--- config.mk ---
export PLATFORM = sky130hd
export DESIGN_NAME = gprs_wb_queue
export DESIGN_NICKNAME = d
export VERILOG_FILES = /design/src/rtl/gprs_wb_queue.sv
export SDC_FILE = /design/constraint.sdc
export NUM_CORES = 1
export LEC_CHECK = 0
export BUFFER_PORTS_ARGS = -buffer_cell sky130_fd_sc_hd__buf_4
export CAP_MARGIN = 20
export CORE_UTILIZATION = 30
export CTS_CLUSTER_DIAMETER = 40
export CTS_CLUSTER_SIZE = 24
export DETAILED_ROUTE_END_ITERATION = 8
export PLACE_DENSITY = 0.55
export SYNTH_ARGS = -nofsm -noshare
export SYNTH_HDL_FRONTEND = slang
export SYNTH_SLANG_ARGS = --single-unit
--- constraint.sdc ---
create_clock -name clk -period 4.2 [get_ports clk]
set_clock_uncertainty 0.1 [all_clocks]
set_input_delay 0.21 -clock clk [delete_from_list [all_inputs] [get_ports clk]]
set_output_delay 0.21 -clock clk [all_outputs]
set_load 0.05 [all_outputs]
--- src/rtl/gprs_wb_queue.sv ---
// Writeback queue for the 8x16 register file: merges ALU and load write
// requests into an in-order FIFO that drives the single write port and flags read hazards.
module gprs_wb_queue #(
    parameter int DEPTH = 4,
    parameter int DW    = 16,
    parameter int AW    = 3
) (
    input  logic                         clk,
    input  logic                         reset,
    input  logic                         alu_valid,
    output logic                         alu_ready,
    input  logic [AW-1:0]                alu_ws,
    input  logic [DW-1:0]                alu_wd,
    input  logic                         mem_valid,
    output logic                         mem_ready,
    input  logic [AW-1:0]                mem_ws,
    input  logic [DW-1:0]                mem_wd,
    input  logic                         wb_stall,
    output logic [AW-1:0]                ws,
    output logic [DW-1:0]                wd,
    output logic                         we,
    input  logic [AW-1:0]                rs1,
    input  logic [AW-1:0]                rs2,
    output logic                         hazard1,
    output logic                         hazard2,
    output logic [$clog2(DEPTH+1)-1:0]   count
);
    localparam int CW = $clog2(DEPTH+1);
    localparam int PW = $clog2(DEPTH);

    typedef struct packed {
        logic [AW-1:0] ws;
        logic [DW-1:0] wd;
    } wb_req_t;

    wb_req_t                alu_req, mem_req, head;
    wb_req_t [DEPTH-1:0]    slot_q;
    logic    [DEPTH-1:0]    slot_vld, hit1, hit2;
    logic    [PW-1:0]       wr_ptr, rd_ptr, alu_ptr;
    logic    [CW:0]         free;
    logic    [1:0]          n_acc;
    logic                   pop, mem_acc, alu_acc, nonempty;

    assign alu_req  = '{ws: alu_ws, wd: alu_wd};
    assign mem_req  = '{ws: mem_ws, wd: mem_wd};
    assign nonempty = (count != '0);

    assign we   = nonempty & ~wb_stall;
    assign pop  = we;
    assign head = slot_q[rd_ptr];
    assign ws   = nonempty ? head.ws : '0;
    assign wd   = nonempty ? head.wd : '0;

    // Slot freed by this edge's pop counts as space, so a full queue still accepts while draining.
    assign free      = (CW+1)'(DEPTH) - {1'b0, count} + {{CW{1'b0}}, pop};
    assign mem_ready = (free >= (CW+1)'(1));
    assign alu_ready = (free >= (CW+1)'(2)) || ((free >= (CW+1)'(1)) && !mem_valid);

    assign mem_acc = mem_valid & mem_ready;
    assign alu_acc = alu_valid & alu_ready;
    assign n_acc   = {1'b0, mem_acc} + {1'b0, alu_acc};
    // The load request takes the lower slot when both arrive together.
    assign alu_ptr = wr_ptr + PW'(mem_acc);

    for (genvar g = 0; g < DEPTH; g++) begin : g_slot
        logic    hit_mem, hit_alu, vld;
        wb_req_t q;

        assign hit_mem = mem_acc && (wr_ptr  == PW'(g));
        assign hit_alu = alu_acc && (alu_ptr == PW'(g));

        // Clear before set: at full occupancy a push may refill the slot being popped.
        always_ff @(posedge clk or negedge reset) begin
            if (!reset) begin
                vld <= 1'b0;
                q   <= '0;
            end else begin
                if (pop && (rd_ptr == PW'(g)))
                    vld <= 1'b0;
                if (hit_mem || hit_alu) begin
                    vld <= 1'b1;
                    q   <= hit_mem ? mem_req : alu_req;
                end
            end
        end

        assign slot_vld[g] = vld;
        assign slot_q[g]   = q;
        assign hit1[g]     = vld && (q.ws == rs1);
        assign hit2[g]     = vld && (q.ws == rs2);
    end

    assign hazard1 = |hit1;
    assign hazard2 = |hit2;

    always_ff @(posedge clk or negedge reset) begin
        if (!reset) begin
            wr_ptr <= '0;
            rd_ptr <= '0;
            count  <= '0;
        end else begin
            wr_ptr <= wr_ptr + PW'(n_acc);
            rd_ptr <= rd_ptr + PW'(pop);
            count  <= count + CW'(n_acc) - CW'(pop);
        end
    end

endmodule

==> results_dict.tcl <==
set metrics [dict create \
    reg2reg_to "g_slot[1].q[11]$_DFFE_PN0P_" \
    die-height_um 139 \
    synth_ff_type "dfrtp_1" \
    grt_overflow 0 \
    grt_pass1_wl_mm 30.5 \
    wire_per_inst_um 22.1 \
    min_path_cells 3 \
    grt-busiest-layer "met2" \
    r2r_setup_slack_ns 0.40 \
    setup_viol_count_final 0 \
    cp.arrival_ns 3.88 \
    area_delta_synth_final_pct 16.9 \
    antenna_left 0 \
    hp-class "primary input to register" \
    core_um2 18200 \
    crit_path_top_delay_cell "nand2_1" \
    critPathMaxFanout 20 \
    cts_tree "yes" \
    seq_area_frac_synth 0.384 \
    cts_buffers 9 \
    grt_pass1_vias 5257 \
    yosysWarningCount 0 \
    cts_root_buffer "clkbuf_16" \
    first_pass_iters 5 \
    outcome "finished, final reports clean" \
    finalWeightedCongestion 0.831 \
    clock_path_buffers 2 \
    min_period_ns 3.80 \
    num_io_pins 76 \
    syn_area_um2 5670 \
    route.detailed.drc 0 \
    timing.fmax_ghz 0.263 \
    met3_usage 0.0334 \
    final.setup.tns_ns 0 \
    end_kind "register" \
    syn_area_per_cell_um2 9.14 \
    synth_cell_type_count 34 \
    final_nets 711 \
    synth_common_cells "dfrtp_1 (87), nor3_1 (77), a31oi_1 (76), o21ai_0 (76), clkbuf_1 (50)" \
    tightest_slew_ns 0.992 \
    dieArea_um2 19400 \
    synthesis.nets 679 \
    yosysTopAreaCell "dfrtp_1" \
    num_antenna_cells 0 \
    crit_family "simple AND/OR/NAND/NOR gates" \
    path_buf_inv 2 \
    drt-initial-drc-count 562 \
    rr_worst_depth 13 \
    seq_area_um2 2180 \
    cts.sinks 87 \
    num_vias 5393 \
    initial_core_util 0.311 \
    io_buffers 75 \
    yosysMostFrequentCell "dfrtp_1" \
    relSlewSlack 0.339 \
    drt-total-wl_mm 19.5 \
    synthTopCellsByArea "dfrtp_1 (38%), a31oi_1 (8.4%), mux4_2 (7.6%), nor3_1 (6.8%), o21ai_0 (6.7%)" \
    die_x_um 139 \
    rows 49 \
    grt_max_degree 119 \
    met1_usage 0.275 \
    synth_seq_cells 87 \
    hpwl_mm 11.8 \
    path_cells "nor3_2 > or2_2 > ha_1 > inv_1 > ha_1 > or2_2 > a21oi_4 > nor2b_1 > ha_1 > buf_4 > nand2_1 > o21ai_0 > a31oi_1" \
    worstSetupStartpointType "register" \
    viasPerCell 6.09 \
    fillers 1800 \
    grt_antenna_before_repair 0 \
    drive_gt1_frac 0.218 \
    syn_inst 620 \
    final.period_utilization 0.904 \
    finalHoldViolations 0 \
    grt_util_all_layers 0.203 \
    path_class "register to register" \
    synth-async-reset-ratio 1.00 \
    min_to "g_slot[1].q[4]$_DFFE_PN0P_" \
    cpMostUsedCell "ha_1" \
    rsz0062_at_grt "false" \
    max_stage_delay_ns 0.55 \
    cts_max_level 3 \
    hold_start "alu_wd[4]" \
    met2_usage 0.328 \
    r2r_start "count[2]$_DFF_PN0_" \
    drv_cap 0 \
    cp_data_required_time_ns 4.28 \
    clk_pin_slew_ns 0.06 \
    multiInputGateArea_um2 3110 \
    synth.top_cell.area_share 0.384 \
    clk_latency_ns 0.34 \
    synth_edf_count 0 \
    drv_slew 0 \
]
worst max path at each step:
| stage | to | depth (start not counted) | from | slack, ns |
|---|---|---|---|---|
| floorplan | count[2]$_DFF_PN0_ | 19 | count[2]$_DFF_PN0_ | 0.05 |
| global placement | g_slot[2].q[10]$_DFFE_PN0P_ | 15 | count[2]$_DFF_PN0_ | 0.61 |
| detailed placement | g_slot[2].q[6]$_DFFE_PN0P_ | 15 | count[2]$_DFF_PN0_ | 0.49 |
| CTS | g_slot[2].q[8]$_DFFE_PN0P_ | 15 | count[2]$_DFF_PN0_ | 0.46 |
| global route | g_slot[2].q[7]$_DFFE_PN0P_ | 15 | count[2]$_DFF_PN0_ | 0.22 |
| finish | g_slot[1].q[11]$_DFFE_PN0P_ | 13 | count[2]$_DFF_PN0_ | 0.40 |
tightest hold or removal path, stage by stage:
cell	delay (ns)
buf_4	0.12
nand4_1	0.06
a31oi_1	0.08
area by class of cell:
class                   instances  share of cell area
clock inverters                 3             0.00283
inverters                      12             0.00680
repair buffers                 98               0.111
clock buffers                  13              0.0378
well taps                     229              0.0433
flip-flops and latches         87               0.329
multi-input cells             444               0.469
per-stage QoR:
step | hold slack [ns] | worst slack (ns) | cells | utilization | instance area [um2]
floorplan | -0.186 | 0.0532 | 620 | - | 5670
global placement | 0.183 | 0.607 | 869 | 0.348 | 6340
detailed placement | 0.183 | 0.494 | 869 | 0.348 | 6340
CTS | 0.0664 | 0.459 | 886 | 0.364 | 6620
global route | 0.0702 | 0.216 | 886 | 0.364 | 6620
finish | 0.0726 | 0.403 | 886 | 0.364 | 6620
routing by layer:
| layer | part of all wire | up-vias |
|---|---|---|
| met5 | 0 | - |
| met2 | 0.48 | 276 |
| met4 | 0.017 | 0 |
| met1 | 0.43 | 2679 |
| met3 | 0.072 | 33 |
| li1 | - | 2405 |
repair_timing:
item,CTS,global route
setup buffers,0,0
gates resized for setup,0,0
hold endpoints to repair,47,0
hold buffers,1,0
sequential cells by signal (all words and copies together) (netlist names):
signal	flops
g_slot.q	76
rd_ptr	2
g_slot.vld	4
wr_ptr	2
count	3
placed cells by master, fill, tap and decap left out:
cell           instances
nor2b_1               20
buf_4                 97
clkbuf_8               1
xor2_2                 1
dfrtp_1               87
nor2_1                 1
xnor2_2                1
a21o_1                 1
nand4_1               48
a31oi_1               76
o21bai_4               1
or2_2                  6
clkinv_4               1
clkinv_2               2
nand3_1                1
o211ai_1               4
nor3_1                76
or3_1                 38
nor3_2                 1
nand2_1                3
xnor2_1               28
ha_1                   9
o21ai_0               76
o31ai_1                4
o21a_2                 1
a22oi_2                1
mux4_2                19
clkbuf_1               3
nand4bb_2              1
fa_1                   1
xor2_1                 1
inv_1                 12
clkbuf_16              9
nand3b_1               2
dlygate4sd3_1          1
a21oi_4                1
nand2b_1              22
kinds of logic after synthesis:
kind of cell | after synthesis | share of synthesized area
compound gates | 165 | 0.173
xor+xnor | 31 | 0.0479
fa+ha+maj | 10 | 0.0234
buf+inv | 89 | 0.0711
flops | 87 | 0.384
mux | 19 | 0.0755
simple gates | 219 | 0.225
Power is not shown: default switching activity piles up to over one toggle a cycle in this logic, so the estimate is an artifact.
